**config.mk**
```make
export PLATFORM = sky130hd
export DESIGN_NAME = reorder_buffer
export DESIGN_NICKNAME = d
export VERILOG_FILES = /design/src/rtl/reorder_buffer_pkg.sv /design/src/rtl/reorder_buffer_lookup.sv /design/src/rtl/reorder_buffer.sv
export SDC_FILE = /design/constraint.sdc
export NUM_CORES = 1
export LEC_CHECK = 0
export ABC_AREA = 1
export BUFFER_PORTS_ARGS = -buffer_cell sky130_fd_sc_hd__buf_4
export CORE_UTILIZATION = 45
export CTS_BUF_LIST = sky130_fd_sc_hd__clkbuf_16
export DETAILED_ROUTE_END_ITERATION = 8
export PLACE_DENSITY_LB_ADDON = 0.08
export SLEW_MARGIN = 20
export SYNTH_ARGS = -nofsm -noshare
export SYNTH_HDL_FRONTEND = slang
export SYNTH_SLANG_ARGS = --single-unit
```
**constraint.sdc**
```tcl
create_clock -name clk -period 3.7 [get_ports clk]
set_clock_uncertainty 0.2 [all_clocks]
set_input_delay 0.74 -clock clk [delete_from_list [all_inputs] [get_ports clk]]
set_output_delay 0.74 -clock clk [all_outputs]
set_load 0.02 [all_outputs]
```
**src/rtl/reorder_buffer_pkg.sv**
```systemverilog
// Shared LC-3b types and constants for the reorder buffer slice.
//   lc3b_word      : 16-bit datapath word
//   lc3b_rob_id    : 4-bit ROB id; 0-7 name entries, 4'hF means "no producer"
//   lc3b_ext_reg   : 4-bit architectural destination; 0-7 GPRs, 8 is the PC
//   lc3b_rob_entry : per-entry bookkeeping held by the reorder buffer
package lc3b_types;

   typedef logic [15:0] lc3b_word;
   typedef logic [3:0]  lc3b_rob_id;
   typedef logic [3:0]  lc3b_ext_reg;

   localparam lc3b_rob_id  REORDER_ID_INVALID = 4'hF;
   localparam lc3b_ext_reg REGISTER_PC        = 4'd8;
   localparam int          ROB_DEPTH          = 8;

   typedef struct packed {
      logic        valid;
      logic        done;
      logic        mispredict;
      lc3b_ext_reg dest;
      lc3b_word    value;
   } lc3b_rob_entry;

endpackage

```
**src/rtl/reorder_buffer_lookup.sv**
```systemverilog
// Single operand lookup port with same-cycle CDB forwarding.
//   id          : ROB id being looked up (REORDER_ID_INVALID = no producer)
//   entry_*     : state of the addressed entry
//   cdb_*       : CDB broadcast of this cycle
//   ready/value : operand availability and value (0 when not ready via entry)
module rob_lookup
   import lc3b_types::*;
(
   input  lc3b_rob_id id,
   input  logic       entry_valid,
   input  logic       entry_done,
   input  lc3b_word   entry_value,
   input  logic       cdb_valid,
   input  lc3b_rob_id cdb_rob_id,
   input  lc3b_word   cdb_value,
   output logic       ready,
   output lc3b_word   value
);

   always_comb begin
      ready = 1'b0;
      value = '0;
      if (id != REORDER_ID_INVALID && entry_valid) begin
         if (cdb_valid && cdb_rob_id == id) begin
            ready = 1'b1;
            value = cdb_value;
         end else begin
            ready = entry_done;
            value = entry_value;
         end
      end
   end

endmodule

```
**src/rtl/reorder_buffer.sv**
```systemverilog
// Eight-entry circular reorder buffer between dispatch and the register file.
// Dispatch allocates at tail in program order, the CDB completes entries out of
// order, and completed entries retire in order from head. A retiring PC entry
// that was mispredicted raises a one-cycle flush that empties the buffer.
// Ports:
//   clk, reset_n                  : clock, async active-low reset
//   alloc_req/alloc_dest          : dispatch allocation request
//   alloc_ready/alloc_id          : allocation grant and granted id (tail)
//   cdb_valid/rob_id/value/mispr. : completion broadcast
//   src_{a,b}_id -> ready/value   : operand lookups
//   load_value/dest_value/value_out/commit_id : in-order commit to regfile
//   flush/redirect_pc             : mispredict recovery
//   count                         : occupancy 0-8
module reorder_buffer
   import lc3b_types::*;
(
   input  logic        clk,
   input  logic        reset_n,
   input  logic        alloc_req,
   input  lc3b_ext_reg alloc_dest,
   output logic        alloc_ready,
   output lc3b_rob_id  alloc_id,
   input  logic        cdb_valid,
   input  lc3b_rob_id  cdb_rob_id,
   input  lc3b_word    cdb_value,
   input  logic        cdb_mispredict,
   input  lc3b_rob_id  src_a_id,
   input  lc3b_rob_id  src_b_id,
   output logic        src_a_ready,
   output logic        src_b_ready,
   output lc3b_word    src_a_value,
   output lc3b_word    src_b_value,
   output logic        load_value,
   output lc3b_ext_reg dest_value,
   output lc3b_word    value_out,
   output lc3b_rob_id  commit_id,
   output logic        flush,
   output lc3b_word    redirect_pc,
   output logic [3:0]  count
);

   lc3b_rob_entry rob [ROB_DEPTH];
   logic [2:0]    head;
   logic [2:0]    tail;
   logic [3:0]    count_q;

   lc3b_rob_entry head_e;
   logic          commit_fire;
   logic          alloc_fire;
   logic          cdb_hit;

   assign head_e      = rob[head];
   assign commit_fire = head_e.valid && head_e.done;
   assign flush       = commit_fire && head_e.mispredict && (head_e.dest == REGISTER_PC);

   // Registered count only: a full buffer stays closed even while committing.
   assign alloc_ready = (count_q != 4'd8) && !flush;
   assign alloc_fire  = alloc_req && alloc_ready;
   assign alloc_id    = {1'b0, tail};
   assign count       = count_q;

   assign cdb_hit = cdb_valid && (cdb_rob_id != REORDER_ID_INVALID) &&
                    rob[cdb_rob_id[2:0]].valid;

   assign load_value  = commit_fire;
   assign dest_value  = commit_fire ? head_e.dest  : '0;
   assign value_out   = commit_fire ? head_e.value : '0;
   assign commit_id   = commit_fire ? {1'b0, head} : '0;
   assign redirect_pc = flush ? head_e.value : '0;

   always_ff @(posedge clk or negedge reset_n) begin
      if (!reset_n) begin
         for (int i = 0; i < ROB_DEPTH; i++) rob[i] <= '0;
         head    <= '0;
         tail    <= '0;
         count_q <= '0;
      end else if (flush) begin
         // Allocations and CDB writes in the flush cycle are dropped here.
         for (int i = 0; i < ROB_DEPTH; i++) rob[i] <= '0;
         head    <= '0;
         tail    <= '0;
         count_q <= '0;
      end else begin
         if (cdb_hit) begin
            rob[cdb_rob_id[2:0]].value      <= cdb_value;
            rob[cdb_rob_id[2:0]].done       <= 1'b1;
            rob[cdb_rob_id[2:0]].mispredict <= cdb_mispredict;
         end
         if (commit_fire) begin
            rob[head] <= '0;
            head      <= head + 3'd1;
         end
         // Tail never aliases a valid head here: alloc requires count < 8.
         if (alloc_fire) begin
            rob[tail] <= '{valid: 1'b1, done: 1'b0, mispredict: 1'b0,
                           dest: alloc_dest, value: '0};
            tail      <= tail + 3'd1;
         end
         count_q <= count_q + {3'b0, alloc_fire} - {3'b0, commit_fire};
      end
   end

   rob_lookup u_lookup_a (
      .id          (src_a_id),
      .entry_valid (rob[src_a_id[2:0]].valid),
      .entry_done  (rob[src_a_id[2:0]].done),
      .entry_value (rob[src_a_id[2:0]].value),
      .cdb_valid   (cdb_valid),
      .cdb_rob_id  (cdb_rob_id),
      .cdb_value   (cdb_value),
      .ready       (src_a_ready),
      .value       (src_a_value)
   );

   rob_lookup u_lookup_b (
      .id          (src_b_id),
      .entry_valid (rob[src_b_id[2:0]].valid),
      .entry_done  (rob[src_b_id[2:0]].done),
      .entry_value (rob[src_b_id[2:0]].value),
      .cdb_valid   (cdb_valid),
      .cdb_rob_id  (cdb_rob_id),
      .cdb_value   (cdb_value),
      .ready       (src_b_ready),
      .value       (src_b_value)
   );

endmodule

```
* After elaboration in Yosys (flattened, before gate mapping)
Cells that the tools add are included.
** Operators by class
- Divide/modulo/power cells :: 0
- Add/sub/neg operators :: 4
- Shifts and indexed selects :: 0
- Mux-type cells :: 49
- Reductions and logical operators :: 17
- Eq/ne operators :: 7
- $lt $le $gt $ge :: 8
- Bitwise operators :: 7
- Multiply operators :: 0
** Operator list (number)
- 2-to-1 mux 184 bit :: 6
- bitwise mux 184 bit :: 4
- demux 23 bit (select 3 bit) :: 5
- binary-select mux 23 bit (select 3 bit) :: 4
- 2-to-1 mux 23 bit :: 10
- bitwise AND 184 bit :: 1
- inverter 184 bit :: 1
- 2-to-1 mux 16 bit :: 7
- 2-to-1 mux 22 bit :: 1
- 2-to-1 mux 21 bit :: 1
- greater-or-equal comparator 4 bit (second input constant) :: 5
- inverter 3 -> 4 bit :: 5
- inequality test 4 bit (second input constant) :: 4
- 2-to-1 mux 3 bit :: 5
- logical AND 1 bit :: 14
- < comparator 4 x 1 -> 1 bit (second input constant) :: 3
- == test 4 bit :: 2
- 2-to-1 mux 4 bit :: 2
- adder 3 x 1 -> 3 bit (second input constant) :: 2
- adder 4 x 1 -> 4 bit :: 1
- == test 4 bit (second input constant) :: 1
- 2-to-1 mux 1 bit :: 4
- nonzero test 2 bit :: 2
- subtractor 4 x 1 -> 4 bit :: 1
- zero test 1 bit :: 1
** Storage, ports and cells
- Latch bits :: 0
- Memory bits (read-only) :: 0
- Flip-flop bits (word level) :: 194
- RAM bits :: 0
- Logic and storage cells :: 135
- Memories kept :: 0
- Output and inout bits :: 85

* Depth between registers and ports, before layout
Gate-level depths: netlist of the first run.
- Depth in word-level cells :: 16
- Depth in mapped cells :: 19
- Mapped depth without buffers :: 17

* Modules after synthesis
From an unflattened synthesis of the first run, not the netlist that was laid out.
** Unflattened totals
- Cells, all modules :: 2609
- Area total of the unflattened synthesis :: 16261.8 um^2
** By module, submodules not included
- reorder_buffer :: times used 1, area each 14973.1 um^2, cells each 2321, seq. area each 4854.7 um^2
- rob_lookup :: times used 2, area each 644.4 um^2, cells each 144, seq. area each 0.0 um^2

* Worst setup path after synthesis of the first run
OpenSTA, ideal clock, no wires.
- Path type :: input to output
- Start point :: input port src_a_id[1]
- End point :: output port src_a_value[0]
- Arrival time :: 2372 ps
- Required time :: 2760 ps
- Stages on the path :: 10
- Buffers on the path :: 3
- Slack :: 388 ps
- Cell sequence :: buf_2 inv_1 clkbuf_1 clkbuf_1 a21oi_1 o21ai_0 nand3_1 nand2_1 nor2_1 a211oi_1
** Between the ends
- Word-level cells in the longest chain between the ends :: 6
- Elaborated cells on any way between the ends :: 10
** RTL lines
- from (decl) :: line reorder_buffer.sv:27 : input lc3b_rob_id src_a_id,
- inverter 3 -> 4 bit (not written as such) :: line reorder_buffer.sv:105, reorder_buffer.sv:107
- binary-select mux 23 bit (select 3 bit) :: line reorder_buffer.sv:105, reorder_buffer.sv:107
- 2-to-1 mux 23 bit (not written as such) (2 in a row) :: line reorder_buffer.sv:107 : .entry_value (rob[src_a_id[2:0]].value),
- 2-to-1 mux 16 bit or logical AND 1 bit (tied branches) :: line reorder_buffer_lookup.sv:24, reorder_buffer_lookup.sv:23
- 2-to-1 mux 16 bit (*) :: line reorder_buffer_lookup.sv:23 : if (id != REORDER_ID_INVALID && entry_valid) begin
- to (decl) :: line reorder_buffer.sv:31 : output lc3b_word src_a_value,
Mark *: on every way between the ends. The rest lies on a longest branch, timed or not. The select of a mux whose other input is x is not followed.

* Worst setup path after layout of the first run
- Start point :: register head[0]
- End point :: output port redirect_pc[9]
** Between the ends
- Word-level cells in the longest chain between the ends :: 8
- Elaborated cells on any way between the ends :: 9
** RTL lines
- from (decl) :: line reorder_buffer.sv:43 : logic [2:0] head;
- from (signal assigned) :: line reorder_buffer.sv:91 : head <= head + 3'd1;
- inverter 3 -> 4 bit (not written as such) (*) :: line reorder_buffer.sv:52 : assign head_e = rob[head];
- binary-select mux 23 bit (select 3 bit) (*) :: line reorder_buffer.sv:52
- 2-to-1 mux 23 bit (not written as such) (*) (2 in a row) :: line reorder_buffer.sv:52
- parallel branches: the longest is 3 deep, another holds == test 4 bit
- 2-to-1 mux 16 bit (*) :: line reorder_buffer.sv:69 : assign redirect_pc = flush ? head_e.value : '0;
- to (decl) :: line reorder_buffer.sv:38 : output lc3b_word redirect_pc,
Mark *: on every way between the ends. The select of a mux whose other input is x is not followed.

==> run summary, run 1 <==
The flow ran to the end, and the final reports show no timing, DRC or antenna violations. The setup path with the least slack is of type reg2out. STA puts the critical path data arrival time at 2620 ps. The dominant cell type by area after synthesis is dfrtp_1. The relative contribution of combinational cells to total power is 0.540. The final worst-path setup slack came out at about 140 ps. Across every metal layer, demand over resource in global routing totals 0.355. The number of primary I/O pins came out at between 100 and 150.

The die outline area is 0.0299 sq mm. The number of antenna repair diodes came out at 0. In the final layout, the share of cells above drive strength 1 is 0.134. Along the worst path, the maximum fanout reaches 17. The area share of the leading cell type in the synthesized netlist is 0.369.

Leaving out fill and tap cells, the most frequent cells in the layout are nand2_1, o21ai_0, nor2_1. Setup slack on the worst reg-to-reg path comes out at 520 ps. The type of element capturing the critical path is an output port. The aggregate routed wire length came out at between 50000 and 60000 microns. Input and output buffers added on the ports amount to 119. The final instance count without filler cells came out at 2394.

The tightest min-delay check is of the in2async type. The cell sitting at the root of the clock tree is a clkbuf_16. The floorplan core area came out at ~0.029 sq mm.

The switching power is 6270 uW. The required time of the critical path came out at 2760 ps. In this run the critical register-to-register path is captured at count[2]. The starting utilization of the core area is 0.459.

The minimum hold slack is around 77 ps. The area growth from synthesis to layout is 15.6%. The area used by multi-input combinational logic is 0.00701 sq mm. Setup repair after global routing could not meet its margin everywhere. The count of cell types in the netlist came out at 41. The internal portion of total power came out at 6430 uW. The cell count after synthesis came out at 1926. The first-pass iteration count of the detailed router came out at 5. The final RePlAce weighted congestion is around 0.93. The via count of the first global-routing pass came out at 13325.

The synthesized cell area came out at 0.0132 sq mm. Once placement completed, the tool counted placed cells totaling between 2000 and 2500. At the pin with the least slew margin, the transition time is around 1100 ps. The placement-stage worst setup slack is 290 ps. The analysis attributes to cell leakage a power of 0.00695 uW. The total of endpoints with negative setup slack in the final report is 0. Of the total power, the clock network draws 0.153. Entering global routing, the biggest net connects 80 pins. The leading cell type in the layout, fill and taps excluded is nand2_1. The cts-stage hold buffer count came out at 0. The worst register-to-register path begins at head[0]. The mean area per synthesized cell is 6.83 sq um.

The setup fix buffers added after clock tree synthesis came out at 0. The maximum clock rate is 281 MHz. The DRC marker count from the first detailed-route iteration is approximately 2000.

For this run, the number of Yosys warnings is 0. The TritonCTS sink count came out at 194. The number of cells on the worst reg-to-reg path is 17. The share of synthesized area occupied by flip-flops and latches is 0.369.

The die span in y is 173 microns. The number of core rows is 62. The HPWL after detailed placement came out at 35400 microns. The maximum count of clock buffers along a single path came out at 2. The global-route wire length before repair is between 80000 and 90000 microns. The routed design could run at a clock period as short as 3560 ps. In the post-synthesis netlist, the biggest area contributors are dfrtp_1, o21ai_0, nand2_1, a21oi_1, nor2_1. The final core utilization is 0.530. The relative slew slack came out at 0.293. Clock latency on the worst-skew pair, taken at its later pin, is 460 ps. The sequential cell fraction of total power came out at 0.308. The remaining routing DRC violations came out at 0. The final hold violation count is 0. Dividing the final minimum period by the clock period gives 0.963. The number of H-tree levels came out at 4. The vias after detailed routing is 14377. The number of nets in the finished design is 2042. The fraction of power spent switching nets came out at 0.494. For this design the ratio of total power to cell area is 835 mW/mm^2. The average detailed-routed wire length per instance is 22.2 microns. The storage element area came out at 0.00486 sq mm.

After detailed routing, the number of vias per cell comes to 6.01. VDD sags by at most 0.470 mV. The number of gates resized after cts is 1.

The total overflow left after global routing is 0. The synthesis-stage register bit count is 194. TritonCTS built the clock tree.

Fill cells in the final layout number 2871. The die span in x came out at 173 microns. The critical path startpoint category is a flip-flop. Max-cap violations in this run came to 0. The number of pins with negative max-slew slack in the final report is 0. The initial antenna violation count is 0. The number of nets still failing antenna checks after routing came out at 0. The clock transition at the register clock pins on the worst setup and hold paths after CTS came out at approximately 80 ps. The number of buffers created by CTS came out at 17.
-- power groups by stage --
stage	clock network (uW)	logic (uW)	registers [uW]
5_1_grt	2040	7510	4000
4_1_cts	1960	6730	3860
6_report	1940	6860	3910
3_3_place_gp	0	6640	3870
3_5_place_dp	0	6710	3880
2_1_floorplan	0	4400	3630
-- metrics by stage --
step	setup TNS, ps	power (uW)	cell area, sq um
2_1_floorplan	0	8040	13200
3_3_place_gp	0	10500	14600
3_5_place_dp	0	10600	14600
4_1_cts	0	12600	15200
5_1_grt	-6.82	13600	15200
6_report	0	12700	15200
-- routing by layer --
| layer | global-route usage | vias to the layer above | part of all wire |
|---|---|---|---|
| met4 | 0.138 | 0 | 0.032 |
| li1 | - | 6671 | - |
| met2 | 0.550 | 782 | 0.45 |
| met5 | 0 | - | 0 |
| met3 | 0.0569 | 103 | 0.091 |
| met1 | 0.498 | 6821 | 0.43 |
-- sequential cells by signal, summed over array words and instances (netlist names) --
signal  count
tail        3
head        3
count       4
rob       184
-- how the worst max path moves through the flow --
stage / start / to / slack [ps] / cells past startpoint
6_report: head[0] / redirect_pc[9] / 140 / 12
5_1_grt: head[1] / redirect_pc[13] / -7 / 12
4_1_cts: head[0] / redirect_pc[9] / 20 / 12
3_5_place_dp: src_a_id[0] / src_a_value[5] / 290 / 10
3_3_place_gp: src_b_id[2] / src_b_value[6] / 280 / 9
2_1_floorplan: src_a_id[1] / src_a_value[0] / 390 / 10
-- cells in the mapped netlist --
| cell type | number |
|---|---|
| ha_1 | 7 |
| o311ai_2 | 5 |
| xnor2_1 | 2 |
| o311ai_4 | 3 |
| a21oi_1 | 214 |
| nand4_1 | 11 |
| o221ai_1 | 1 |
| buf_1 | 23 |
| inv_1 | 150 |
| conb_1 | 1 |
| clkinv_1 | 7 |
| nor2_2 | 12 |
| nor3_1 | 15 |
| nand3_2 | 2 |
| clkbuf_2 | 1 |
| nand2_2 | 4 |
| o211ai_1 | 43 |
| fa_1 | 1 |
| o31ai_1 | 1 |
| nand2_1 | 356 |
| buf_6 | 9 |
| dfrtp_1 | 194 |
| nand2_4 | 2 |
| nor3b_2 | 1 |
| clkbuf_1 | 64 |
| buf_2 | 37 |
| a31oi_1 | 26 |
| nor2_1 | 222 |
| nand3_4 | 1 |
| nor3_2 | 1 |
| nand3_1 | 119 |
| xor2_1 | 2 |
| o21ai_0 | 323 |
| o22ai_1 | 6 |
| buf_4 | 12 |
| a32oi_1 | 1 |
| a211oi_1 | 4 |
| o41ai_1 | 32 |
| nor2_4 | 2 |
| o21a_1 | 2 |
| inv_2 | 7 |
-- cell families (layout without fill, tap and decap cells) --
| kind of cell | Yosys count | count (layout) | synth area share |
|---|---|---|---|
| and+or+nand+nor | 748 | 748 | 0.237 |
| AOI/OAI and AO/OA | 661 | 661 | 0.283 |
| buffers and inverters | 310 | 393 | 0.101 |
| DFF | 194 | 194 | 0.369 |
| adders and majority gates | 8 | 8 | 0.00818 |
| xor gates and xnor gates | 4 | 4 | 0.00266 |
| other | 1 | 2 | 0.000285 |
-- critical path: stages, from the launching register on --
cell and delay, ps:
dfrtp_4 520, inv_6 140, buf_4 210, nand2_1 70, nand3_1 80, nand2_1 50
nor2_1 160, nand2_1 70, nor2_1 170, nand2_4 150, buf_4 250, nor2_1 130
buf_4 160
-- final cells by class --
type	count	area share
multi-input cells	1423	0.461
flip-flops and latches	194	0.320
repair buffers	197	0.109
inverters	164	0.0408
well taps	384	0.0316
clock buffers	17	0.0280
clock inverters	15	0.0106
No activity file was read; power rests on OpenSTA's default activity.
==> run 2: changes to the inputs <==
Settings changed: MAX_ROUTING_LAYER from default to met4.
==> run 2 against run 1 <==
  * Sequential share of layout area fell by 0.20 points
  * Flip-flop and latch count stayed put
  * Register-to-register slack improved by 90 ps
  * Critical path depth unchanged
  * Sequential power is essentially flat
  * Critical endpoint unchanged
==> run summary, run 2 (synthesized netlist as in run 1, its figures left out) <==
The leading cell type in the layout, fill and taps excluded is nand2_1. After clock tree synthesis, the clock-pin slew on the worst setup and hold paths is 70 ps. The kind of cell adding the most delay to the critical path is simple AND/OR/NAND/NOR gates. After global routing the overflow that remains totals 0. The maximum count of clock buffers along a single path came out at 2. The clock latency at the later pin of the worst-skew pair is between 400 and 500 ps. The area growth from synthesis to layout came out at 16.3%. The buffers plus inverters on the worst setup path came out at 4. The floorplan step set the die width to between 150 and 200 microns. The number of pins with negative max-slew slack in the final report came out at 0. The cts-stage hold buffer count came out at 0. The DRC marker count from the first detailed-route iteration came out at 1894. The first-pass iteration count of the detailed router is 7. The maximum number of pins on one net before global-route repair is 107. The starting utilization of the core area is 0.459. The min-delay analysis places its worst path in the category in2async.

In the finished design, the share of the clock period the worst path needs comes to 0.950. The number of nets still failing antenna checks after routing is 0. The flip-flop count of the largest register after layout came out at 184. The number of antenna repair diodes is 0. The final hold violation count is 0. The largest individual stage delay along the critical path comes from the cell dfrtp_4. The power per cell area is 845 mW/mm^2. For this run, the total global-route usage over all layers was measured as 0.369. The worst stage delay on the critical path came out at 540 ps. The detailed-routing wirelength on met1 came out at ~23000 microns.

The run finished with clean final reports. The global-route wire length before repair is approximately 80000 microns. The vias after detailed routing is 14700. The initial antenna violation count is 0. At the end of routability-driven placement, the weighted congestion stood at about 0.97.

The relative slew slack came out at 0.194. The required time of the critical path came out at around 2800 ps. In the final layout, the share of cells above drive strength 1 is 0.135.

The number of max-cap violations came out at 0. The detail-routed via count per cell is about 6.1. The transition time at the pin with the least slew margin is about 1200 ps. The met3 wire length is 4980 microns. The aggregate negative setup slack is 0 ps. The floorplan core area came out at 0.0287 sq mm. The signal on the critical path passes through inv_8 -> buf_4 -> nand2_1 -> nand3_1 -> nand2_1 -> nor2_1 -> nand2_1 -> nor2_1 -> nand2_4 -> buf_4 -> nor2_1 -> buf_4. The fill cell instance count of the final layout is between 2000 and 3000. The die outline area is 0.0299 sq mm. The highest net fanout along the worst path came out at 20.

Setup violations remaining at the end of the flow were counted as 0. In the final routed layout, each cell accounts on average for around 22 microns. The TritonCTS sink count is between 150 and 200. The number of nets in the finished design came out at 2041.

The top cell types in the final layout, fill and taps aside, are nand2_1, o21ai_0, nor2_1. The critical path startpoint category is a flip-flop. The cell area reported after detailed placement is approximately 0.015 sq mm. The die span in y came out at 173 microns. TritonCTS created 17 clock buffers. The maximum clock rate came out at 284 MHz. In this run the top signal layer used is met4. Once detailed placement completed, the half-perimeter wirelength came to between 30000 and 40000 microns. The worst setup path is captured at an output port. During I/O placement, the number of pins put on the boundary was 122.

The largest vdd supply drop is between 0.6 and 0.7 mV. The data arrival time of the critical path is 2580 ps. Summed over all layers, the routed wires come to 53600 microns. The leakage power of the design came out at 0.00699 uW. The number of core rows came out at 62. The category of the critical setup timing path is reg2out. The setup check on the worst reg-to-reg path leaves a slack of approximately 610 ps. After detailed routing, the met2 layer carries 23700 microns of wire.

The cell sitting at the root of the clock tree is a clkbuf_16. The remaining routing DRC violations came out at 0. The minimum clock period came out at 3520 ps. The via count of the first global-routing pass is 13296.

Counting flops per register, the top entry is rob. The number of H-tree levels came out at 4. Setup repair after global routing left no endpoint under its margin. The final cell area excluding filler cells is roughly 0.015 sq mm. TritonCTS built the clock tree. The number of buffers added on ports came out at around 120.
-- run 2: final timing paths --
check	from	endpoint	cells after the start
worst max-delay path	head[0]	redirect_pc[9]	12
worst min-delay path	reset_n	rob[170]	1
worst max register to register	head[0]	count[1]	16
worst min register to register	rob[137]	rob[137]	2
max in group asynchronous	reset_n	rob[114]	2
min in group clk	rob[137]	rob[137]	2
-- run 2: routing by layer --
metal | track usage | vias up
met2 | 0.546 | 965
met1 | 0.507 | 6934
li1 | - | 6670
met5 | - | -
met3 | 0.0569 | 131
met4 | 0.140 | 0
-- run 2: metrics by stage --
step                setup slack (ps)  instances  total power, uW   util  hold slack (ps)
floorplan                        388       1927             8040      -              244
global placement                 344       2355            10500  0.509              292
detailed placement               296       2355            10600  0.509              300
CTS                             46.1       2387            12700  0.530             32.0
global route                    26.2       2393            13800  0.533             41.4
finish                           184       2393            12900  0.533             21.6
-- run 2: layout make-up --
cell class                      instances  area, sq um  area share
Inverter                              164          623      0.0407
Clock inverter                         15          201      0.0132
Multi-Input combinational cell       1423         7010       0.458
Timing Repair Buffer                  196         1710       0.112
Sequential cell                       194         4860       0.318
Tap cell                              384          480      0.0314
Clock buffer                           17          425      0.0278
-- run 2: report_power, final --
group          total, uW  switching [uW]  internal, uW
registers           3900             817          3080
clock network       2040             955          1090
logic               6990            4590          2400
-- run 2: worst register-to-register path: cells and delay by family (launching register included) --
kind / cells / cell delay [ps]
buffers and inverters: 4 / 460
adders and majority gates: 3 / 880
DFF: 1 / 540
and+or+nand+nor: 9 / 920
-- run 2: what timing repair did --
item                                   4_1_cts  5_1_grt
endpoints found under the hold margin        0        0
buffers inserted                             0        5
resized for setup                            0        8
setup endpoints to repair                    0       19
==> run 3: changes to the inputs <==
Clock period 3.7 ns to 3 ns, I/O delays scaled along.
==> run 3 against run 2 <==
  * The run now ends with negative setup slack left
  * Flip-flop and latch count did not move
  * Non-clock buffer count grew 88
  * Die area is the same
  * Sequential share of layout area is 3.4 points lower
  * Highest routed layer unchanged
  * Clock-buffer cell count is the same
  * Critical endpoint is now redirect_pc[10]
  * Wire length rose by 5.9%
==> run summary, run 3 (synthesized netlist as in run 1, its figures left out) <==
The TritonCTS sink count is 194. Clock-pin slew was measured on the worst setup and hold paths at about 80 ps. The aggregate negative setup slack came out at -5600 ps. The multi-input combinational cells in the finished layout cover a total of 0.00772 sq mm. The aggregate routed wire length is approximately 57000 microns.

The storage element area came out at about 0.0049 sq mm. The minimum clock period is 3220 ps. The vias after detailed routing came out at 15331.

The required time of the critical path is 2200 ps. In this run the critical register-to-register path is captured at count[2]. The worst setup path is captured at an output port.

The fill cell instance count of the final layout is 2630. The power per cell area is 1040 mW/mm^2. The die span in x came out at 173 microns. After the last flow step, the layout net total stands at 2129. Once detail routing completed, the nets flagged for antenna violations numbered 0. The maximum clock rate is between 300 and 400 MHz. The number of buffers added on ports came out at 119. Routability-driven placement finished with a final weighted congestion of ~0.94. The worst stage delay on the critical path is 580 ps.

The initial antenna violation count was 0. Setup violations remaining at the end of the flow were counted as 43. The area growth from synthesis to layout came out at 30.3%.

roughly 120 I/O pins were placed. The worst-case IR drop observed on VDD is 0.702 mV. In this run the static leakage power is ~0.0077 uW. The category of the critical setup timing path is reg2out. The first-pass iteration count of the detailed router is 6. Counting cells, the worst reg-to-reg path comes to 17. Across all register-to-register paths, the minimum setup slack is -30 ps.

Traced cell by cell, the critical path runs through inv_8 -> buf_8 -> nand2_1 -> nand3_1 -> nand2_1 -> nor2_2 -> nand2_2 -> nor2_4 -> nand2_8 -> buf_16 -> nor2_4 -> buf_6. The share of the clock period used by the worst path came out at 1.07. In this run the clock root is driven by a clkbuf_16. Leaving out fill and tap cells, the most frequent cells in the layout are nand2_1, o21ai_0, a21oi_1. The kind of path behind the tightest hold check is in2reg. The starting utilization of the core area is 0.459.

The HPWL after detailed placement is 34800 microns. In the global route stage, overall resource usage came out at 0.362. The flow ran to the end, but the final reports show violations.

The transition time at the pin with the least slew margin is 1120 ps. The die is 173 microns tall. The data arrival time of the critical path came out at 2420 ps. Headroom to the max-slew limit came out at 0.252. The number of max-cap violations came out at 0.

The leading cell type in the layout, fill and taps excluded is nand2_1. The global-route wire length before repair came out at 80900 microns. The number of H-tree levels is 4. Setup repair after global routing could not meet its margin everywhere.

After the first detailed-routing iteration, the DRC count stood at 2024. The final reports fail on negative setup slack. The remaining routing DRC violations came out at 0. The final worst-path setup slack is -216 ps. The hold path startpoint is alloc_req. The worst setup path is launched from a flip-flop.

In this run the core area contains 62 standard-cell rows. The via count of the first global-routing pass came out at 13646. The total global routing overflow came out at 0.

At the placement stage, the worst setup path has a slack of 28.3 ps. The number of pins with negative max-slew slack in the final report came to 0. The slowest cell on the critical path is dfrtp_4. The average detailed-routed wire length per instance is 22.9 microns. The worst hold path terminates at tail[0].

The worst hold path was traced through 3 stages. The flip-flop count of the largest register after layout came out at 184. The launch instance of the worst register-to-register path is head[0]. The clock latency at the later pin of the worst-skew pair came out at ~450 ps. The maximum number of pins on one net before global-route repair came out at 95. In the final layout, the share of cells above drive strength 1 is 0.232. TritonCTS created 17 clock buffers. The final hold violation count is 0.

The die outline area came out at 0.0299 sq mm. The maximum count of clock buffers along a single path is 2. The number of antenna repair diodes is 0.

The core region is 0.0287 sq mm. More flip-flops sit in one register than any other, and that register is rob. The highest net fanout along the worst path is 7. Using the TritonRoute via totals, the vias-per-cell ratio works out to 6.18. TritonCTS built the clock tree.
-- run 3: cell count changes in the layout (fill, tap and decap cells not counted), sizes merged --
cell         change
buf             +72
clkbuf          +13
clkinv           -4
clkinvlp         +4
bufinv           -3
bufbuf           +2
inv              +2
dlygate4sd3      +1
-- run 3: critical path, delay by kind of cell, from the launching register on --
family	cells	cell delay, ps
buffers and inverters	4	580
flip-flops	1	580
AND/OR/NAND/NOR	8	800
-- run 3: final cells by class --
cell class                 instances  area share
multi-input combinational       1423       0.450
clock buffer                      17      0.0248
tap                              384      0.0280
clock inverter                    14     0.00620
timing repair buffer             284       0.170
inverter                         164      0.0376
sequential                       194       0.283
-- run 3: how the worst max path moves through the flow --
stage                startpoint  slack [ps]               to  cells past startpoint
floorplan           src_a_id[1]         -30   src_a_value[0]                     10
global placement    src_a_id[1]          20  src_a_value[13]                     10
detailed placement  src_a_id[1]          30   src_a_value[8]                     10
CTS                     head[0]        -130            flush                     13
global route            head[0]        -300  redirect_pc[10]                     12
finish                  head[0]        -220  redirect_pc[10]                     12
-- run 3: metrics by stage --
stage                     total power [uW]  hold slack (ps)  area (sq um)   util  std cells
after floorplan                       9930              104         13200      -       1927
after global placement               13100              294         14900  0.520       2387
after detailed placement             13200              296         14900  0.520       2387
after CTS                            15800              285         15700  0.548       2436
after global routing                 18800              310         17200  0.598       2480
final                                17900              300         17200  0.598       2480
-- run 3: what timing repair did --
item,4_1_cts,5_1_grt
endpoints found under the hold margin,52,0
endpoints found under the setup margin,45,76
setup buffers,16,30
hold buffers,1,0
resized for setup,31,236
pin swaps,10,67
cloned,2,14
-- run 3: routing by layer --
layer / vias to the layer above / GRT usage / wire length (microns) / part of all wire
met3: 147 / 0.0613 / 6180 / 0.11
li1: 6847 / - / - / -
met2: 1064 / 0.546 / 25100 / 0.44
met4: 0 / 0.125 / 2180 / 0.039
met5: - / - / 0 / 0
met1: 7273 / 0.490 / 23200 / 0.41
-- run 3: power breakdown --
group	internal (uW)	total, uW	switching [uW]
registers	3810	4780	976
clock network	1070	2210	1140
logic	4150	10900	6720
